<file path="src/rtl/apb_req_arbiter.sv">
// Round-robin arbiter sharing one downstream APB slave port between NB_REQ requesters.
// Replays each granted request as a clean SETUP/ACCESS pair; a PREADY timeout ends hung transfers with an error.
//
// state  | meaning
// IDLE   | no transfer; picks the next requester after rr_ptr
// SETUP  | psel=1, penable=0 for one cycle
// ACCESS | psel=1, penable=1, waiting for pready or timeout
// DONE   | one-cycle req_pready strobe to the granted requester
module apb_req_arbiter #(
  parameter int NB_REQ         = 2,
  parameter int APB_ADDR_WIDTH = 32,
  parameter int APB_DATA_WIDTH = 32,
  parameter int TIMEOUT_CYCLES = 255
) (
  input  logic                             clk,
  input  logic                             rst,
  input  logic [NB_REQ-1:0]                req_psel,
  input  logic [NB_REQ-1:0]                req_penable,
  input  logic [NB_REQ-1:0]                req_pwrite,
  input  logic [NB_REQ*APB_ADDR_WIDTH-1:0] req_paddr,
  input  logic [NB_REQ*APB_DATA_WIDTH-1:0] req_pwdata,
  output logic [APB_DATA_WIDTH-1:0]        req_prdata,
  output logic [NB_REQ-1:0]                req_pready,
  output logic                             req_pslverr,
  output logic                             psel,
  output logic                             penable,
  output logic                             pwrite,
  output logic [APB_ADDR_WIDTH-1:0]        paddr,
  output logic [APB_DATA_WIDTH-1:0]        pwdata,
  input  logic [APB_DATA_WIDTH-1:0]        prdata,
  input  logic                             pready,
  input  logic                             pslverr,
  output logic [7:0]                       timeout_cnt
);

  localparam int PW = (NB_REQ > 1) ? $clog2(NB_REQ) : 1;
  localparam int TW = (TIMEOUT_CYCLES > 1) ? $clog2(TIMEOUT_CYCLES) : 1;
  localparam logic [TW-1:0] TIMER_LAST = TW'((TIMEOUT_CYCLES > 0) ? TIMEOUT_CYCLES - 1 : 0);

  typedef enum logic [1:0] {
    S_IDLE   = 2'd0,
    S_SETUP  = 2'd1,
    S_ACCESS = 2'd2,
    S_DONE   = 2'd3
  } state_t;

  state_t        state;
  logic [PW-1:0] rr_ptr;
  logic [PW-1:0] gnt;
  logic [TW-1:0] timer;
  logic [PW-1:0] arb_idx;
  logic          arb_found;

  // Scan from farthest to nearest so the first requester after rr_ptr is the last one written.
  always_comb begin : arb_comb
    int cand;
    arb_idx   = '0;
    arb_found = 1'b0;
    cand      = 0;
    for (int i = NB_REQ; i >= 1; i--) begin
      cand = int'(rr_ptr) + i;
      if (cand >= NB_REQ) cand = cand - NB_REQ;
      if (req_psel[cand]) begin
        arb_idx   = PW'(cand);
        arb_found = 1'b1;
      end
    end
  end

  always_ff @(posedge clk or posedge rst) begin
    if (rst) begin
      state       <= S_IDLE;
      rr_ptr      <= PW'(NB_REQ - 1);
      gnt         <= '0;
      timer       <= '0;
      psel        <= 1'b0;
      penable     <= 1'b0;
      pwrite      <= 1'b0;
      paddr       <= '0;
      pwdata      <= '0;
      req_prdata  <= '0;
      req_pslverr <= 1'b0;
      req_pready  <= '0;
      timeout_cnt <= '0;
    end else begin
      req_pready <= '0;
      case (state)
        S_IDLE: begin
          if (arb_found) begin
            gnt    <= arb_idx;
            rr_ptr <= arb_idx;
            pwrite <= req_pwrite[arb_idx];
            paddr  <= req_paddr[int'(arb_idx)*APB_ADDR_WIDTH +: APB_ADDR_WIDTH];
            pwdata <= req_pwdata[int'(arb_idx)*APB_DATA_WIDTH +: APB_DATA_WIDTH];
            psel   <= 1'b1;
            state  <= S_SETUP;
          end
        end
        S_SETUP: begin
          penable <= 1'b1;
          state   <= S_ACCESS;
        end
        S_ACCESS: begin
          timer <= timer + 1'b1;
          if (pready) begin
            req_prdata      <= prdata;
            req_pslverr     <= pslverr;
            req_pready[gnt] <= 1'b1;
            psel            <= 1'b0;
            penable         <= 1'b0;
            state           <= S_DONE;
          end else if (TIMEOUT_CYCLES != 0 && timer == TIMER_LAST) begin
            // Hung slave: complete with an error so the requester is never stalled forever.
            req_prdata      <= '0;
            req_pslverr     <= 1'b1;
            req_pready[gnt] <= 1'b1;
            psel            <= 1'b0;
            penable         <= 1'b0;
            if (timeout_cnt != 8'hFF) timeout_cnt <= timeout_cnt + 8'd1;
            state           <= S_DONE;
          end
        end
        S_DONE: begin
          timer <= '0;
          state <= S_IDLE;
        end
        default: state <= S_IDLE;
      endcase
    end
  end

  logic unused_ok;
  assign unused_ok = ^req_penable;

endmodule

</file>
<file path="config.mk">
export PLATFORM = sky130hd
export DESIGN_NAME = apb_req_arbiter
export DESIGN_NICKNAME = d
export VERILOG_FILES = /design/src/rtl/apb_req_arbiter.sv
export SDC_FILE = /design/constraint.sdc
export NUM_CORES = 1
export LEC_CHECK = 0
export ABC_AREA = 1
export CORE_MARGIN = 1
export CORE_UTILIZATION = 44
export CTS_BUF_LIST = sky130_fd_sc_hd__clkbuf_16
export DETAILED_ROUTE_END_ITERATION = 7
export GPL_ROUTABILITY_DRIVEN = 1
export PLACE_DENSITY_LB_ADDON = 0.05
export SETUP_SLACK_MARGIN = 0.4
export SLEW_MARGIN = 20
export SYNTH_ARGS = -nofsm -noshare
export SYNTH_HDL_FRONTEND = slang
export SYNTH_SLANG_ARGS = --single-unit
</file>
<file path="constraint.sdc">
create_clock -name clk -period 11.7 [get_ports clk]
set_input_delay 2.34 -clock clk [delete_from_list [all_inputs] [get_ports clk]]
set_output_delay 2.34 -clock clk [all_outputs]
set_load 0.005 [all_outputs]
</file>
==> flow_metrics.env, run 1 <==
export IMPL_critPathArrivalTime_ns=5.02
export IMPL_yosys_warnings=0
export IMPL_grt_pass1_wl_um=26000
export IMPL_power_uw=2120
export IMPL_cts_setup_buffers=0
export IMPL_drtAntennaViolNets=0
export IMPL_seq_power_share_pct=33.8
export IMPL_worst_skew_pair_late_latency_ns=0.41
export IMPL_switching_share_pct=32.1
export IMPL_path_delay_family="buffers and inverters"
export IMPL_final_cells=1114
export IMPL_cts_buffers=17
export IMPL_cp_max_fo=66
export IMPL_finalCritPeriodShare_pct=40.5
export IMPL_reg2reg_to="gnt$_DFFE_PP0P_"
export IMPL_dpl_cell_area_mm2=0.00837
export IMPL_initial_core_util_pct=45.8
export IMPL_path_buf_inv=3
export IMPL_drv_slew=0
export IMPL_clockPowerShare_pct=25.2
export IMPL_synth_edf_count=0
export IMPL_tightest_slew_ns=1.08
export IMPL_mostFrequentLayoutCell="nand2_1"
export IMPL_cts_sinks=122
export IMPL_area_growth_pct=61.1
export IMPL_path_cells="clkdlybuf4s50_1 > nand2_1 > nand2_2 > buf_4 > clkinv_2 > nand2_1 > o21ai_1"
export IMPL_die_h_um=115
export IMPL_syn_avg_cell_area_um2=8.33
export IMPL_rows=40
export IMPL_ys_ff_latch=122
export IMPL_antenna_found_initial=0
export IMPL_rsz0062_at_grt="no"
export IMPL_synth_distinct_cells=28
export IMPL_reg2reg_depth=6
export IMPL_nNetsFinal=1110
export IMPL_grt_overflow=0
export IMPL_die_width_um=115
export IMPL_grt_max_degree=116
export IMPL_cts_htree_levels=4
export IMPL_synthArstFlopShare_pct=100
export IMPL_num_io_pins=280
export IMPL_hp_start="gnt$_DFFE_PP0P_"
export IMPL_status="finished clean"
export IMPL_fin_skew_ns=0.00515
export IMPL_maxSlewHeadroom_pct=27.8
export IMPL_ctsHoldBuffers=0
export IMPL_core_area_mm2=0.0122
export IMPL_wirelength_um=16300
export IMPL_hold_viol=0
export IMPL_viasPerCell=4.89
export IMPL_first_global_vias=5306
export IMPL_dr_total_vias=5452
export IMPL_cp_common_cell="nand2_1"
export IMPL_max_freq_ghz=0.211
export IMPL_setup_tns_ns=0
export IMPL_final_cell_mix="282 x nand2_1, 277 x clkdlybuf4s50_1, 121 x dfrtp_1"
export IMPL_drv_cap=0
export IMPL_whs_path_depth=1
export IMPL_gp_congestion=0.788
export IMPL_setup_viol=0
export IMPL_startpoint_type="input port"
export IMPL_antenna_cells=0
export IMPL_fin_crit_ns=4.73
export IMPL_pwr_share_comb_pct=41.0
export IMPL_drt_iter0_drc=328
export IMPL_required_ns=11.99
export IMPL_synth_ff_type="dfrtp_1"
export IMPL_worstSetupPathType="in -> reg"
export IMPL_min_path_type="reg -> reg"
export IMPL_drive_gt1_share_pct=5.71
export IMPL_drc_errors=0
export IMPL_r2r_setup_slack_ns=8.93
export IMPL_p_per_area_mw_per_mm2=236
export IMPL_yosysSeqAreaShare_pct=54.8
export IMPL_drt_pass1_iterations=4
export IMPL_synth_fp_nets=846
export IMPL_grt_util_all_layers_pct=26.2
export IMPL_p_int_uw=1440
export IMPL_p_switching_uw=679
export IMPL_dpl_hpwl_um=11700
export IMPL_portBuffers=277
export IMPL_cp_slowest_stage_delay_ns=0.92
export IMPL_fin_area_mm2=0.00898
export IMPL_worstHoldEndpoint="req_pready[0]$_DFF_PP0_"
export IMPL_n_fill_cell=930
export IMPL_netlist_area_mm2=0.00557
export IMPL_post_drt_wl_per_cell_um=14.6
export IMPL_rr_startpoint="rr_ptr$_DFFE_PP1P_"
export IMPL_clk_path_buf_depth=2
export IMPL_cts_tree="built"
export IMPL_syn_inst=669
export IMPL_p_leak_uw=0.00405
export IMPL_cts_clk_slew_worst_paths_ns=0.05
export IMPL_ir_drop_uv=140
export IMPL_critPathSlowestCell="clkinv_2"
export IMPL_root_buffer="clkbuf_16"
export IMPL_ctsResizeCount=0
export IMPL_dp_cells=1082
export IMPL_crit_path_end_kind="register"
export IMPL_die_area_mm2=0.0131
-- state kept, by name (all words and copies together) (netlist names) --
register and cells:
psel 1, req_prdata 32, pwdata 32, timeout_cnt 8
timer 8, gnt 1, state 2, req_pslverr 1
paddr 32, pwrite 1, rr_ptr 1, req_pready 2
penable 1
-- Yosys cell counts (4+ instances only) --
cell type	n	area (um2)
nand3_1	7	35.0
dfrtp_1	121	3030
buf_6	4	45.0
ha_1	7	87.6
buf_2	18	90.1
a31oi_1	65	407
nor2_1	79	297
a21oi_1	6	30.0
inv_1	23	86.3
clkbuf_1	5	18.8
nand2_2	6	37.5
o21ai_0	14	70.1
buf_4	8	60.1
nand2_1	283	1060
-- worst reg2reg max path, delay by kind of cell (launching register included) --
kind                   cells  cell delay [ns]
buffers and inverters      2             1.51
flip-flops                 1             0.53
AND/OR/NAND/NOR            3             0.51
AO/OA/AOI/OAI              1             0.11
-- layer usage --
layer	global-route usage, %	share of wire (%)	vias up	wire length, um
li1	-	-	2673	-
met1	28.4	37	2515	6060
met2	44.4	50	213	8200
met3	9.74	8.2	51	1340
met4	14.4	4.4	0	716
met5	0	0	-	0
-- worst max-delay path by stage --
| stage | from | to | slack, ns | depth (start not counted) |
|---|---|---|---|---|
| 3_3_place_gp | req_psel[0] | gnt$_DFFE_PP0P_ | 6.99 | 7 |
| 5_1_grt | req_psel[0] | gnt$_DFFE_PP0P_ | 6.73 | 7 |
| 3_5_place_dp | req_psel[0] | gnt$_DFFE_PP0P_ | 6.92 | 7 |
| 4_1_cts | req_psel[0] | paddr[19]$_DFFE_PP0P_ | 7.36 | 7 |
| 6_report | req_psel[0] | gnt$_DFFE_PP0P_ | 6.97 | 7 |
| 2_1_floorplan | rst | gnt$_DFFE_PP0P_ | 6.12 | 1 |
-- power by group through the flow --
stage / sequential (uW) / combinational (uW) / clock [uW]
floorplan: 726 / 380 / 0
global placement: 709 / 854 / 0
detailed placement: 721 / 873 / 0
CTS: 717 / 878 / 543
global route: 739 / 955 / 565
finish: 717 / 869 / 533
-- through the flow --
stage,util (%),worst slack [ns],hold WS [ns]
3_5_place_dp,68.8,6.92,0.436
3_3_place_gp,68.8,6.99,0.431
6_report,73.8,6.97,0.447
4_1_cts,73.8,7.36,0.444
5_1_grt,73.8,6.73,0.461
2_1_floorplan,-,6.12,0.415
-- layout make-up --
type,count,area (um2),share of cell area (%)
multi-input cells,487,2210,24.6
well taps,168,210,2.34
clock inverters,15,181,2.02
repair buffers,280,2800,31.1
clock buffers,17,425,4.74
flip-flops and latches,122,3050,34.0
inverters,25,98.8,1.10
-- cells by family (layout without fill, tap and decap cells) --
logic type | Yosys count | count (layout) | share of synthesized area, %
AND/OR/NAND/NOR | 389 | 389 | 28.0
adder cells (fa/ha/maj) | 7 | 7 | 1.57
AO/OA/AOI/OAI | 89 | 89 | 9.77
flip-flops | 122 | 122 | 54.8
XOR/XNOR | 2 | 2 | 0.315
buffers and inverters | 60 | 337 | 5.53
Note: power is estimated with default switching activity, not from simulation.
==> run 2: changes to the inputs <==
CORE_UTILIZATION = 37   (was 44)
clock period = 4.2 ns   (was 11.7 ns; I/O delays follow)
==> run 2 against run 1 <==
Critical path depth fell by 1. Design area rose by 0.18%. Register-to-register slack got worse by 6.8 ns. Largest cell class unchanged. Highest routed layer unchanged.
==> flow_metrics.env, run 2 (same netlist as run 1, synthesis figures left out) <==
export IMPL_status="finished clean"
export IMPL_grt_util_all_layers_pct=22.3
export IMPL_finalCritPeriodShare_pct=57.3
export IMPL_die_area_mm2=0.0156
export IMPL_area_growth_pct=61.4
export IMPL_antenna_found_initial=0
export IMPL_core_area_mm2=0.0146
export IMPL_first_global_vias=5600
export IMPL_power_uw=5830
export IMPL_cts_tree="built"
export IMPL_grt_pass1_wl_um=27400
export IMPL_worstSetupPathType="in -> reg"
export IMPL_ctsHoldBuffers=0
export IMPL_wl_met1_um=6580
export IMPL_wirelength_um=16700
export IMPL_rows=44
export IMPL_hold_viol=0
export IMPL_drive_gt1_share_pct=5.60
export IMPL_drv_cap=0
export IMPL_fin_crit_ns=2.41
export IMPL_die_h_um=125
export IMPL_cts_setup_buffers=0
export IMPL_drt_iter0_drc=235
export IMPL_rsz0062_at_grt="no"
export IMPL_max_freq_ghz=0.416
export IMPL_startpoint_type="input port"
export IMPL_dpl_hpwl_um=12000
export IMPL_grt_max_degree=80
export IMPL_p_leak_uw=0.00407
export IMPL_drc_errors=0
export IMPL_viasPerCell=4.79
export IMPL_ir_drop_uv=385
export IMPL_cts_clk_slew_worst_paths_ns=0.05
export IMPL_clk_path_buf_depth=2
export IMPL_num_io_pins=280
export IMPL_cp_max_fo=66
export IMPL_fin_skew_ns=0.00633
export IMPL_maxSlewHeadroom_pct=36.4
export IMPL_drtAntennaViolNets=0
export IMPL_p_per_area_mw_per_mm2=648
export IMPL_final_cell_mix="282 x nand2_1, 277 x clkdlybuf4s50_1, 121 x dfrtp_1"
export IMPL_portBuffers=277
export IMPL_tightest_slew_ns=0.953
export IMPL_dr_max_layer_used="met4"
export IMPL_grt_overflow=0
export IMPL_mostFrequentLayoutCell="nand2_1"
export IMPL_setup_tns_ns=0
export IMPL_nNetsFinal=1111
export IMPL_cts_htree_levels=4
export IMPL_worst_skew_pair_late_latency_ns=0.41
export IMPL_wl_met3_um=1510
export IMPL_min_path_type="reg -> reg"
export IMPL_cts_buffers=17
export IMPL_ctsResizeCount=0
export IMPL_reg_largest_list="paddr: 32 flops, pwdata: 32 flops, req_prdata: 32 flops"
export IMPL_critPathArrivalTime_ns=2.65
export IMPL_initial_core_util_pct=38.2
export IMPL_required_ns=4.45
export IMPL_setup_viol=0
export IMPL_die_width_um=125
export IMPL_post_drt_wl_per_cell_um=14.8
export IMPL_cts_sinks=122
export IMPL_root_buffer="clkbuf_16"
export IMPL_gp_congestion=0.756
export IMPL_drt_pass1_iterations=5
export IMPL_met2_length_um=8370
export IMPL_crit_path_end_kind="register"
export IMPL_dr_total_vias=5412
export IMPL_antenna_cells=0
export IMPL_drv_slew=0
run 2: metal layers:
layer	GRT usage, %	vias up
met5	0	-
met4	8.22	0
met3	9.24	19
met2	38.5	198
met1	24.3	2515
li1	-	2680
run 2: path summary, 6_finish.rpt:
| check | from | endpoint | slack, ns | cells after the start |
|---|---|---|---|---|
| worst max register to register | state[0]$_DFFE_PP0P_ | req_prdata[5]$_DFFE_PP0P_ | 2.11 | 6 |
| worst max-delay path | req_psel[0] | paddr[31]$_DFFE_PP0P_ | 1.79 | 6 |
| min in group asynchronous | rst | req_prdata[0]$_DFFE_PP0P_ | 0.96 | 2 |
| worst min-delay path | gnt$_DFFE_PP0P_ | req_pready[0]$_DFF_PP0_ | 0.44 | 1 |
| max in group asynchronous | rst | paddr[12]$_DFFE_PP0P_ | 2.39 | 3 |
| worst min register to register | gnt$_DFFE_PP0P_ | req_pready[0]$_DFF_PP0_ | 0.44 | 1 |
run 2: power by group:
group          internal, uW  switching [uW]
clock network           911             504
registers              1700             294
logic                  1340            1080
run 2: per-stage QoR:
step	cell area (um2)	util, %	instances	worst slack (ns)	hold WS, ns
after floorplan	5570	-	669	1.86	0.415
after global placement	8420	57.7	1099	1.52	0.423
after detailed placement	8420	57.7	1099	1.40	0.432
after CTS	8990	61.6	1131	1.84	0.439
after global routing	8990	61.6	1131	1.66	0.460
final	8990	61.6	1131	1.79	0.439
run 2: layout make-up:
cell class / instances / area [um2]
Fill cell: 1261 / 5600
Multi-Input combinational cell: 487 / 2210
Timing Repair Buffer: 281 / 2830
Tap cell: 184 / 230
Sequential cell: 122 / 3050
Inverter: 25 / 101
Clock inverter: 15 / 143
Clock buffer: 17 / 425
run 2: worst max-delay path, cell delays in order:
cell and delay, ns:
clkdlybuf4s50_1 0.53, nand2_1 0.08, nand2_2 0.07, clkinv_2 0.72, nand2_1 0.26, a31oi_1 0.12
